$ cat src/rtl/key_expand_if.sv
`default_nettype none
// ============================================================================
// key_expand_if : round-key bus between key_expand and the round-key adders.
// Optional: KEY_EXPAND_REPLAY_EN adds the replay request/ready pair.
// Rev 1.0
// ============================================================================
interface key_expand_if;
  logic         start;
  logic [127:0] key;
  logic         busy;
  logic [127:0] rkey;
  logic [3:0]   addr;
  logic         rkey_valid;
  logic         done;
`ifdef KEY_EXPAND_REPLAY_EN
  logic         replay;
  logic         replay_rdy;

  modport master (output start, key, replay,
                  input  busy, rkey, addr, rkey_valid, done, replay_rdy);
  modport slave  (input  start, key, replay,
                  output busy, rkey, addr, rkey_valid, done, replay_rdy);
`else
  modport master (output start, key,
                  input  busy, rkey, addr, rkey_valid, done);
  modport slave  (input  start, key,
                  output busy, rkey, addr, rkey_valid, done);
`endif
endinterface
`default_nettype wire

$ cat src/rtl/key_expand.sv
`default_nettype none
// ============================================================================
// key_expand : iterative AES-128 key schedule, one round key per clock.
// Optional: KEY_EXPAND_REPLAY_EN adds an 11-entry key store and reverse replay.
// Rev 1.0
// ============================================================================
module key_expand #(
  parameter int NROUNDS = 10
) (
  input  wire logic   clk,
  input  wire logic   rst,
  key_expand_if.slave bus
);
  localparam logic [3:0] LAST = 4'(NROUNDS);

  localparam logic [0:255][7:0] SBOX = {
    128'h637c777bf26b6fc53001672bfed7ab76, 128'hca82c97dfa5947f0add4a2af9ca472c0,
    128'hb7fd9326363ff7cc34a5e5f171d83115, 128'h04c723c31896059a071280e2eb27b275,
    128'h09832c1a1b6e5aa0523bd6b329e32f84, 128'h53d100ed20fcb15b6acbbe394a4c58cf,
    128'hd0efaafb434d338545f9027f503c9fa8, 128'h51a3408f929d38f5bcb6da2110fff3d2,
    128'hcd0c13ec5f974417c4a77e3d645d1973, 128'h60814fdc222a908846eeb814de5e0bdb,
    128'he0323a0a4906245cc2d3ac629195e479, 128'he7c8376d8dd54ea96c56f4ea657aae08,
    128'hba78252e1ca6b4c6e8dd741f4bbd8b8a, 128'h703eb5664803f60e613557b986c11d9e,
    128'he1f8981169d98e949b1e87e9ce5528df, 128'h8ca1890dbfe6426841992d0fb054bb16
  };

  typedef enum logic [1:0] {
    S_IDLE   = 2'd0,
    S_EXPAND = 2'd1,
    S_REPLAY = 2'd2
  } state_t;

  state_t       state_q, state_d;
  logic         busy_q, busy_d;
  logic [127:0] rkey_q, rkey_d;
  logic [3:0]   addr_q, addr_d;
  logic         valid_q, valid_d;
  logic         done_q, done_d;
  logic [7:0]   rcon_q, rcon_d;

  logic [31:0]  rot_w, sub_w, t_w;
  logic [31:0]  w0n, w1n, w2n, w3n;
  logic [127:0] next_key;
  logic         at_last;
  logic         do_start;

  assign rot_w = {rkey_q[23:0], rkey_q[31:24]};

  for (genvar i = 0; i < 4; i++) begin : g_sbox
    assign sub_w[i*8 +: 8] = SBOX[rot_w[i*8 +: 8]];
  end

  assign t_w      = sub_w ^ {rcon_q, 24'h0};
  assign w0n      = rkey_q[127:96] ^ t_w;
  assign w1n      = rkey_q[95:64]  ^ w0n;
  assign w2n      = rkey_q[63:32]  ^ w1n;
  assign w3n      = rkey_q[31:0]   ^ w2n;
  assign next_key = {w0n, w1n, w2n, w3n};

`ifdef KEY_EXPAND_REPLAY_EN
  logic         rdy_q, rdy_d;
  logic [127:0] store_q [0:10];
  logic         do_replay;

  always_ff @(posedge clk) begin
    if (state_q == S_EXPAND) begin
      store_q[addr_q] <= rkey_q;
    end
  end

  assign at_last   = (state_q == S_EXPAND && addr_q == LAST) ||
                     (state_q == S_REPLAY && addr_q == 4'd0);
  assign do_replay = bus.replay && rdy_q && (state_q == S_IDLE) && !bus.start;
  assign bus.replay_rdy = rdy_q;
`else
  assign at_last   = (state_q == S_EXPAND && addr_q == LAST);
`endif

  // The final key cycle doubles as an accept slot so held start runs gap-free.
  assign do_start = bus.start && (state_q == S_IDLE || at_last);

  always_comb begin
    state_d = state_q;
    busy_d  = busy_q;
    rkey_d  = rkey_q;
    addr_d  = addr_q;
    valid_d = 1'b0;
    done_d  = 1'b0;
    rcon_d  = rcon_q;
`ifdef KEY_EXPAND_REPLAY_EN
    rdy_d   = rdy_q;
`endif
    case (state_q)
      S_EXPAND: begin
        if (addr_q == LAST) begin
          state_d = S_IDLE;
          busy_d  = 1'b0;
`ifdef KEY_EXPAND_REPLAY_EN
          rdy_d   = 1'b1;
`endif
        end else begin
          rkey_d  = next_key;
          addr_d  = addr_q + 4'd1;
          valid_d = 1'b1;
          done_d  = (addr_q == LAST - 4'd1);
          rcon_d  = {rcon_q[6:0], 1'b0} ^ (rcon_q[7] ? 8'h1b : 8'h00);
        end
      end
`ifdef KEY_EXPAND_REPLAY_EN
      S_REPLAY: begin
        if (addr_q == 4'd0) begin
          state_d = S_IDLE;
          busy_d  = 1'b0;
        end else begin
          rkey_d  = store_q[addr_q - 4'd1];
          addr_d  = addr_q - 4'd1;
          valid_d = 1'b1;
          done_d  = (addr_q == 4'd1);
        end
      end
`endif
      default: ;
    endcase

    if (do_start) begin
      state_d = S_EXPAND;
      busy_d  = 1'b1;
      rkey_d  = bus.key;
      addr_d  = 4'd0;
      valid_d = 1'b1;
      done_d  = 1'b0;
      rcon_d  = 8'h01;
`ifdef KEY_EXPAND_REPLAY_EN
      rdy_d   = 1'b0;
    end else if (do_replay) begin
      state_d = S_REPLAY;
      busy_d  = 1'b1;
      rkey_d  = store_q[LAST];
      addr_d  = LAST;
      valid_d = 1'b1;
`endif
    end
  end

  always_ff @(posedge clk) begin
    if (rst) begin
      state_q <= S_IDLE;
      busy_q  <= 1'b0;
      rkey_q  <= 128'h0;
      addr_q  <= 4'd0;
      valid_q <= 1'b0;
      done_q  <= 1'b0;
      rcon_q  <= 8'h01;
`ifdef KEY_EXPAND_REPLAY_EN
      rdy_q   <= 1'b0;
`endif
    end else begin
      state_q <= state_d;
      busy_q  <= busy_d;
      rkey_q  <= rkey_d;
      addr_q  <= addr_d;
      valid_q <= valid_d;
      done_q  <= done_d;
      rcon_q  <= rcon_d;
`ifdef KEY_EXPAND_REPLAY_EN
      rdy_q   <= rdy_d;
`endif
    end
  end

  assign bus.busy       = busy_q;
  assign bus.rkey       = rkey_q;
  assign bus.addr       = addr_q;
  assign bus.rkey_valid = valid_q;
  assign bus.done       = done_q;

  a_addr_range: assert property (@(posedge clk) disable iff (rst) addr_q <= LAST);

endmodule
`default_nettype wire

$ cat src/flat_wrapper.sv
// flat-port wrapper written by rule: the top's interface ports become plain ports
module key_expand_flat 
#(
  parameter int NROUNDS = 10
)
  (clk, rst, bus_start, bus_key, bus_busy, bus_rkey, bus_addr, bus_rkey_valid, bus_done);
  key_expand_if bus_i ();
  input  wire logic clk;
  input  wire logic rst;
  input wire logic [$bits(bus_i.start)-1:0] bus_start;
  input wire logic [$bits(bus_i.key)-1:0] bus_key;
  output wire logic [$bits(bus_i.busy)-1:0] bus_busy;
  output wire logic [$bits(bus_i.rkey)-1:0] bus_rkey;
  output wire logic [$bits(bus_i.addr)-1:0] bus_addr;
  output wire logic [$bits(bus_i.rkey_valid)-1:0] bus_rkey_valid;
  output wire logic [$bits(bus_i.done)-1:0] bus_done;
  assign bus_i.start = bus_start;
  assign bus_i.key = bus_key;
  assign bus_busy = bus_i.busy;
  assign bus_rkey = bus_i.rkey;
  assign bus_addr = bus_i.addr;
  assign bus_rkey_valid = bus_i.rkey_valid;
  assign bus_done = bus_i.done;
  key_expand #(.NROUNDS(NROUNDS)) u_core (.clk(clk), .rst(rst), .bus(bus_i));
endmodule
$ cat config.mk
export PLATFORM = sky130hd
export DESIGN_NAME = key_expand_flat
export DESIGN_NICKNAME = d
export VERILOG_FILES = /design/src/rtl/key_expand_if.sv /design/src/rtl/key_expand.sv /design/src/flat_wrapper.sv
export SDC_FILE = /design/constraint.sdc
export NUM_CORES = 1
export LEC_CHECK = 0
export ABC_AREA = 1
export CAP_MARGIN = 20
export CORE_MARGIN = 2
export CORE_UTILIZATION = 32
export CTS_BUF_LIST = sky130_fd_sc_hd__clkbuf_4 sky130_fd_sc_hd__clkbuf_8 sky130_fd_sc_hd__clkbuf_16
export CTS_CLUSTER_SIZE = 24
export DETAILED_ROUTE_END_ITERATION = 6
export PLACE_DENSITY = 0.58
export SLEW_MARGIN = 10
export SYNTH_ARGS = -nofsm -noshare
export SYNTH_HDL_FRONTEND = slang
export SYNTH_SLANG_ARGS = --single-unit
$ cat constraint.sdc
create_clock -name clk -period 2.9 [get_ports clk]
set_input_delay 0.58 -clock clk [delete_from_list [all_inputs] [get_ports clk]]
set_output_delay 0.58 -clock clk [all_outputs]
set_load 0.02 [all_outputs]
# == Yosys cells after proc, flatten, opt, wreduce, memory -nomap -nowiden ==
# Memories as Yosys holds them, arrays and structs flattened.
# Cells that the tools add are included.
# totals
input_bits,131
rom_bits,8192
memories,4
register_bits,144
elab_cells,63
# mem_list
memory,depth,word_bits,read_ports,rd_clocked_by_memory_dff,write_ports,line_no,text
(no name shown),256,8,1,0,0,key_expand.sv:50,assign sub_w[i*8 +: 8] = SBOX[rot_w[i*8 +: 8]];
(no name shown),256,8,1,0,0,key_expand.sv:50,
(no name shown),256,8,1,0,0,key_expand.sv:50,
(no name shown),256,8,1,0,0,key_expand.sv:50,
# op_classes
reduce_logical,11
n_lt_le_gt_ge,4
add_sub_neg,1
eq_ne,3
bitwise_logic,12
mux,21
# op_table
operator,count
$mux W128,3
$xor A32 B32 Y32,5
$mux W8,8
$ge A9 B9 Y1 const B,4
$not A8 Y9,4
$mux W1,9
$eq A4 B4 Y1 const B,2
$xor A8 B8 Y8,1
$reduce_and A2 Y1,3
$mux W5,1
$add A4 B1 Y4 const B,1
$reduce_bool A2 Y1,2
$reduce_or A4 Y1,1
$logic_and A1 B1 Y1,2
$logic_not A2 Y1,1
$ne A2 B1 Y1 const B,1
$not A1 Y1,2
$reduce_or A2 Y1,1
$logic_or A1 B1 Y1,1

# == Logic depth before layout (Yosys ltp) ==
# Gate-level depths: netlist of the first run.
# logic_depth
depth_word,12
ltp_mapped,23
mapped_depth_nobuf,22

# == Least setup slack after synthesis of the first run ==
# OpenSTA, ideal clock, no wires.
# synth_path
path_kind,flip-flop to flip-flop
start,reg u_core.rkey_q[25] (netlist: u_core.bus.rkey[25])
end,reg u_core.rkey_q[6] (netlist: u_core.bus.rkey[6])
period_less_slack_ns,2.876
setup_ns,0.132
path_stages_with_launch,22
path_buffers,3
arrival_time_ns,2.744
slack_ns,0.024
cell_sequence,dfxtp_1 buf_2 inv_2 ha_1 buf_2 nand2_1 buf_2 nand3_1 nand2_1 nand2_1 nand3_1 nand3_1 nand3_1 nand2_1 nand2_1 nand2_1 nand2_1 nand3_1 nand3_1 nand3_1 nand2_1 a21oi_1
# synth_via
elab_chain_cells,12
# synth_rtl
element,line_no,text
"start, declared",key_expand.sv:35,"logic [127:0] rkey_q, rkey_d;"
"start signal, assigned",key_expand.sv:160,rkey_q <= rkey_d;
$not A8 Y9 (not written as such),key_expand.sv:50,
$mem_v2 Z256 W8,--,
$mux W8 (not written as such) (2 in a row),key_expand.sv:50,
$xor A32 B32 Y32,key_expand.sv:53,"assign t_w = sub_w ^ {rcon_q, 24'h0};"
$xor A32 B32 Y32,key_expand.sv:54,assign w0n = rkey_q[127:96] ^ t_w;
$xor A32 B32 Y32,key_expand.sv:55,assign w1n = rkey_q[95:64] ^ w0n;
$xor A32 B32 Y32,key_expand.sv:56,assign w2n = rkey_q[63:32] ^ w1n;
$xor A32 B32 Y32,key_expand.sv:57,assign w3n = rkey_q[31:0] ^ w2n;
$mux W128,key_expand.sv:95,if (addr_q == LAST) begin
$mux W128,key_expand.sv:93,case (state_q)
$mux W128,key_expand.sv:125,if (do_start) begin
# No other way between the ends. The select of a mux whose other input is x is not followed.
# A chain may end at the register's enable or synchronous reset.

# == Worst setup path after layout of the first run ==
# layout_path
start,reg u_core.rkey_q[21] (netlist: u_core.bus.rkey[21])
end,out bus_rkey[21]
# layout_rtl
element,line_no,text
"end, declared",flat_wrapper.sv:13,output wire logic [$bits(bus_i.rkey)-1:0] bus_rkey;
# No word-level cell between the ends.

==> results.toml, run 1 <==
[run_status]
status = "finished, violations left"
violations = "DRC"

[cts]
cts.sinks = 143
cts_tree = "built"
htreeDepth = 4
cts-root-buf = "clkbuf_16"
clockBufferDepth = 2
cts-buffers-inserted = 17
insertion_delay_ps = 500
cts.reportedPaths.clkPinSlew_ps = 80

[critical_path]
required_ps = 2320
cp.arrival_ps = 2220
r2r_end = "u_core.bus.rkey[21]"
timing.rr.start = "u_core.bus.rkey[8]"
crit_path_max_fanout = 12
ff2ff_setup_slack_ps = 110
end_kind = "output port"
endpoint = "bus_rkey[21]"
reg2regPathDepth = 19
critPathLaunchType = "register"
startpoint = "u_core.bus.rkey[21]"
worst-setup-path-type = "reg -> out"

[synth]
ys_warn_count = 0
syn_area_per_cell_um2 = 5.27
ys_ff_latch = 143
synth_compound_area_frac = 0.143
synthMuxAreaShare = 0
netlist_top_cells_area = "nand3_1 (27%), nand2_1 (22%), dfxtp_1 (14%)"
synth_cells = 3782
synth_fa_ha_area_frac = 0.0396
ys_seq_area_frac = 0.144
synth_top_family_by_area = "simple AND/OR/NAND/NOR gates"
synth_common_cells = "nand2_1 (1,187), nand3_1 (1,095), nor2_1 (239)"
yosysUniqueCellTypes = 36
syn-num-nets = 3976
synth_simple_gate_area_share = 0.563
ys.flop_type = "dfxtp_1"
netlist.area_leader.share = 0.275
async_flop_share = 0
synth_area_leader_cell = "nand3_1"
netlist_area_um2 = 19900
synth.most_common_cell = "nand2_1"
synth_edf_count = 0
synth_xor_area_frac = 0.00527

[layout]
drive_gt1_frac = 0.197
nets = 4516
layout.cells.non_filler = 5175
syn_to_final_growth_pct = 43.4

[sta]
setup_ws_ps = 97.1
fin_crit_sh = 0.967
fin_crit_ps = 2800
setup_violations = 0
finalHoldViolCount = 0
rsz0062_at_grt = "yes"
relSlewSlack = 0.481
worst_slew_pin_slew_ps = 777
finClkSkew_ps = 17.9
fmax_ghz = 0.357
maxSlewViolCount = 0

[routing]
drtPass1Iterations = 7
drtIter0Drc = 4238
viasPerCell = 5.86
avgRoutedWirePerCell_um = 24.6
postRouteAntennaNets = 0
drc = 33
vias = 30300
wirelength_um = 127000

[place]
post-place-ws_ps = -60.9
place.detailed.hpwl_um = 97400
port_buffers = 265
gp_congestion = 1.03
placed_cells = 5132

[global_routing]
antenna_found_initial = 10
grt_max_degree = 80
grt_pass1_wl_um = 185000
grt_pass1_vias = 28200
grt_util_all_layers = 0.384
grt-ovfl-total = 0

[pwr]
pwr_density_cell_nw_per_um2 = 796
combPwrFrac = 0.773
total_power_w = 0.0228
internal_power_w = 0.0100
clkPwrFrac = 0.105
vdd_drop_max_mv = 0.538
switching_share = 0.559
pwr-share-seq = 0.122
power.net_switching_w = 0.0127
leakage_nw = 13.1

[die]
die_h_um = 254
start_util = 0.324
core-area_um2 = 61600
dieArea_um2 = 64300
ios = 266
rows = 91
die_w_um = 254

[worst_hold_path]
hp-class = "in -> reg"

[job]
maxCapViolCount = 0
[power by group through the flow]
| stage | Clock (W) | Combinational [W] | Sequential [W] |
|---|---|---|---|
| after floorplan | 0 | 0.00855 | 0.00305 |
| after global placement | 0 | 0.0163 | 0.00278 |
| after detailed placement | 0 | 0.0162 | 0.00277 |
| after CTS | 0.00242 | 0.0163 | 0.00273 |
| after global routing | 0.00249 | 0.0188 | 0.00281 |
| final | 0.00239 | 0.0176 | 0.00278 |
[flip-flops by register name, summed over array words and instances, names as in the netlist]
signal                 count
u_core.bus.addr            4
u_core.bus.busy            1
u_core.bus.done            1
u_core.bus.rkey          128
u_core.bus.rkey_valid      1
u_core.rcon_q              8
[worst min path at each step]
stage	endpoint	depth (start not counted)	start	slack (ps)
2_1_floorplan	u_core.rcon_q[6]	2	u_core.rcon_q[5]	470
3_3_place_gp	u_core.rcon_q[5]	2	u_core.rcon_q[4]	490
3_5_place_dp	u_core.rcon_q[5]	2	u_core.rcon_q[4]	500
4_1_cts	u_core.bus.busy	2	rst	440
5_1_grt	u_core.bus.busy	2	rst	470
6_report	u_core.bus.busy	2	rst	460
[cells by family (layout without fill, tap and decap cells)]
| family | count (synthesis) | count (layout) |
|---|---|---|
| flops | 143 | 143 |
| buf+inv | 490 | 1043 |
| other cells | 0 | 3 |
| xor+xnor | 12 | 12 |
| compound gates | 497 | 497 |
| simple gates | 2577 | 2577 |
| fa+ha+maj | 63 | 63 |
[per-stage QoR]
step                 util  cell area [um^2]  setup TNS, ps  hold WS [ps]
floorplan               -             19900              0           466
global placement    0.435             26800           -556           489
global route        0.464             28600           -207           473
CTS                 0.445             27400              0           444
finish              0.464             28600              0           459
detailed placement  0.435             26800           -237           499
[cells in the final DEF, fill, tap and decap left out, types with 15 or more instances in the layout]
cell,Yosys,final
nand3_2,1,65
buf_6,11,16
a31oi_1,42,40
inv_2,20,23
nor2_1,239,216
a21oi_1,196,178
buf_4,19,455
inv_1,200,193
nand2_2,18,103
ha_1,63,47
nor2_2,8,23
o32ai_1,51,51
nand3_1,1095,1026
nand3b_1,15,15
o21ai_1,18,30
buf_12,0,47
clkbuf_16,0,17
a21oi_2,2,17
clkdlybuf4s50_1,0,264
o211ai_1,37,37
nand2_1,1187,1094
o21ai_0,144,125
dfxtp_1,143,127
dfxtp_2,0,16
[routing by layer]
layer / routed length (um) / vias to the layer above / global-route usage
met2: 53900 / 2001 / 0.578
met4: 8080 / 14 / 0.218
met1: 51400 / 14000 / 0.503
met5: 92 / - / 0
met3: 13700 / 418 / 0.0889
li1: - / 13900 / -
[critical path, stage by stage, from the launching register on]
cell             delay, ps
dfxtp_1                590
buf_4                  310
buf_4                  190
clkdlybuf4s50_1        650
[what timing repair did]
action | 4_1_cts | 5_1_grt
endpoints found under the setup margin | 15 | 86
resized for setup | 12 | 303
gates cloned | 0 | 1
setup buffers | 0 | 7
pin swaps | 0 | 22
hold buffers | 0 | 0
[area by class of cell]
type                       count  area, um^2
timing repair buffer         784        7200
inverter                     227         875
antenna                        3        7.51
clock buffer                  17         425
tap                          837        1050
clock inverter                15         165
fill                        6775       33000
multi-input combinational   3149       16000
sequential                   143        2880
Power figures use the tool's default switching activity.
==> inputs of run 2 (changes only) <==
--- a/config.mk
+++ b/config.mk
@@ -7,6 +7,7 @@
 export LEC_CHECK = 0
 export ABC_AREA = 1
 export CAP_MARGIN = 20
+export CORE_ASPECT_RATIO = 1.5
 export CORE_MARGIN = 2
 export CORE_UTILIZATION = 32
 export CTS_BUF_LIST = sky130_fd_sc_hd__clkbuf_4 sky130_fd_sc_hd__clkbuf_8 sky130_fd_sc_hd__clkbuf_16
==> constraint.sdc (replaced) <==
create_clock -name clk -period 2.9 [get_ports clk]
set_input_delay 0.58 -clock clk [delete_from_list [all_inputs] [get_ports clk]]
set_output_delay 0.58 -clock clk [all_outputs]
set_load 0.1 [all_outputs]
==> run 2 against run 1 <==
Against the previous run: the run now ends clean; cell area shrank 3.9%; die area about the same; cell count shrank 1.7%; worst setup slack got worse by 9.5 ps; sequential power about the same; critical endpoint is now u_core.bus.rkey[22]; power is 4.5% higher.
==> results.toml, run 2 (same netlist as run 1, synthesis figures left out) <==
[cts]
insertion_delay_ps = 500
htreeDepth = 4
cts-root-buf = "clkbuf_16"
cts.reportedPaths.clkPinSlew_ps = 70
cts_tree = "built"
holdBufCountCts = 0
cts.sinks = 143
cts-buffers-inserted = 17
clockBufferDepth = 2

[global_routing]
antenna_found_initial = 2
grt-ovfl-total = 0
grt_max_degree = 69
grt_util_all_layers = 0.373
grt_pass1_vias = 28100
grt_pass1_wl_um = 181000

[die]
ios = 266
start_util = 0.322
rows = 112
die_h_um = 310
dieArea_um2 = 64300
die_w_um = 208
core-area_um2 = 61900

[layout]
final_common_cell = "nand2_1"
fin_area_um2 = 27500
syn_to_final_growth_pct = 37.8
drive_gt1_frac = 0.204
final_cell_mix = "nand2_1 (1,131), nand3_1 (1,046), buf_4 (556)"
fin_util = 0.443
nets = 4467
fillers = 7049
largest_reg_flops = 128
layout.area.seq_um2 = 2910
multi_input_area_um2 = 15700

[worst_hold_path]
hold_path_end = "u_core.rcon_q[5]"
holdPathStages = 2
hp-class = "reg -> reg"
min-delay-start = "u_core.rcon_q[4]"

[sta]
setup_violations = 0
relSlewSlack = 0.569
finalHoldViolCount = 0
finClkSkew_ps = 15.6
fmax_ghz = 0.356
fin_crit_ps = 2810
maxSlewViolCount = 0
worst_slew_pin_slew_ps = 646
fin_crit_sh = 0.970
rsz0062_at_grt = "yes"

[critical_path]
cp.depth = 19
slowest_stage = "dfxtp_4"
worst-setup-path-type = "reg -> reg"
crit_path_max_fanout = 7
crit_buf_inv = 4
end_kind = "register"
required_ps = 3250
reg2regPathDepth = 19
crit_chain = "inv_2 > ha_2 > inv_1 > nand2_2 > nand3_1 > a21oi_1 > buf_4 > nand2_1 > nand3_1 > nand3_2 > buf_4 > nand3_1 > nand3_2 > nand2_2 > nand2_1 > nand3_1 > nand3_1 > nand2_1 > a21oi_1"
timing.rr.start = "u_core.bus.rkey[8]"
ff2ff_setup_slack_ps = 90
r2r_end = "u_core.bus.rkey[22]"
worst_path_most_repeated_cell = "nand3_1"
cp_top_family = "simple AND/OR/NAND/NOR gates"
cpPeakStageDelay_ps = 380
cp.arrival_ps = 3160
critPathLaunchType = "register"

[run_status]
status = "finished clean"

[place]
gp_congestion = 1.08
place.detailed.hpwl_um = 96000
place_area_um2 = 26100
port_buffers = 265

[job]
maxCapViolCount = 0

[routing]
wirelength_um = 125000
avgRoutedWirePerCell_um = 24.7
viasPerCell = 5.89
drtPass1Iterations = 6
drtIter0Drc = 3590
drc = 0
vias = 29900
postRouteAntennaNets = 0

[pwr]
pwr_density_cell_nw_per_um2 = 866
total_power_w = 0.0238
leakage_nw = 13.0
vdd_drop_max_mv = 0.520
run 2: how the worst max path moves through the flow:
stage                         from  slack, ps                   to
2_1_floorplan   u_core.bus.rkey[8]         -4  u_core.bus.rkey[19]
3_3_place_gp    u_core.bus.rkey[9]       -110  u_core.bus.rkey[22]
3_5_place_dp    u_core.bus.rkey[0]       -130   u_core.bus.rkey[8]
4_1_cts        u_core.bus.rkey[17]        0.8  u_core.bus.rkey[29]
5_1_grt         u_core.bus.rkey[8]        -40  u_core.bus.rkey[19]
6_report        u_core.bus.rkey[8]         90  u_core.bus.rkey[22]
run 2: metal layers:
| metal | vias to the layer above | track usage | part of all wire |
|---|---|---|---|
| met5 | - | 0 | 0.00018 |
| met4 | 4 | 0.275 | 0.089 |
| met3 | 499 | 0.0619 | 0.074 |
| met2 | 1722 | 0.633 | 0.47 |
| met1 | 13900 | 0.423 | 0.37 |
| li1 | 13800 | - | - |
run 2: power breakdown:
group | leakage (nW) | switching [W] | internal, W
sequential | 1.19 | 0.000451 | 0.00232
combinational | 11.5 | 0.0126 | 0.00607
clock | 0.291 | 0.00107 | 0.00130
run 2: area by class of cell:
cell class / count / area share
Multi-Input combinational cell: 3149 / 0.571
Timing Repair Buffer: 735 / 0.234
Sequential cell: 143 / 0.106
Tap cell: 798 / 0.0364
Inverter: 227 / 0.0320
Clock buffer: 24 / 0.0183
Clock inverter: 8 / 0.00292
Antenna cell: 1 / 0.0000911
run 2: metrics by stage:
| stage | cells | setup TNS, ps | worst slack, ps | hold slack (ps) |
|---|---|---|---|---|
| 6_report | 5085 | 0 | 87.6 | 500 |
| 5_1_grt | 5084 | -318 | -44.3 | 518 |
| 4_1_cts | 5076 | 0 | 0.768 | 503 |
| 3_5_place_dp | 5044 | -638 | -133 | 492 |
| 3_3_place_gp | 5044 | -603 | -114 | 488 |
| 2_1_floorplan | 3782 | -4.33 | -4.33 | 466 |
run 2: repair_timing:
item	CTS	global route
endpoints found under the setup margin	21	83
pin swaps	0	24
resized for setup	18	193
buffers inserted	0	8
run 2: tightest hold or removal path: cells and delay by family (launching register included):
family | cells | cell delay, ps
flip-flops | 1 | 330
AND/OR/NAND/NOR | 1 | 70
AO/OA/AOI/OAI | 1 | 50
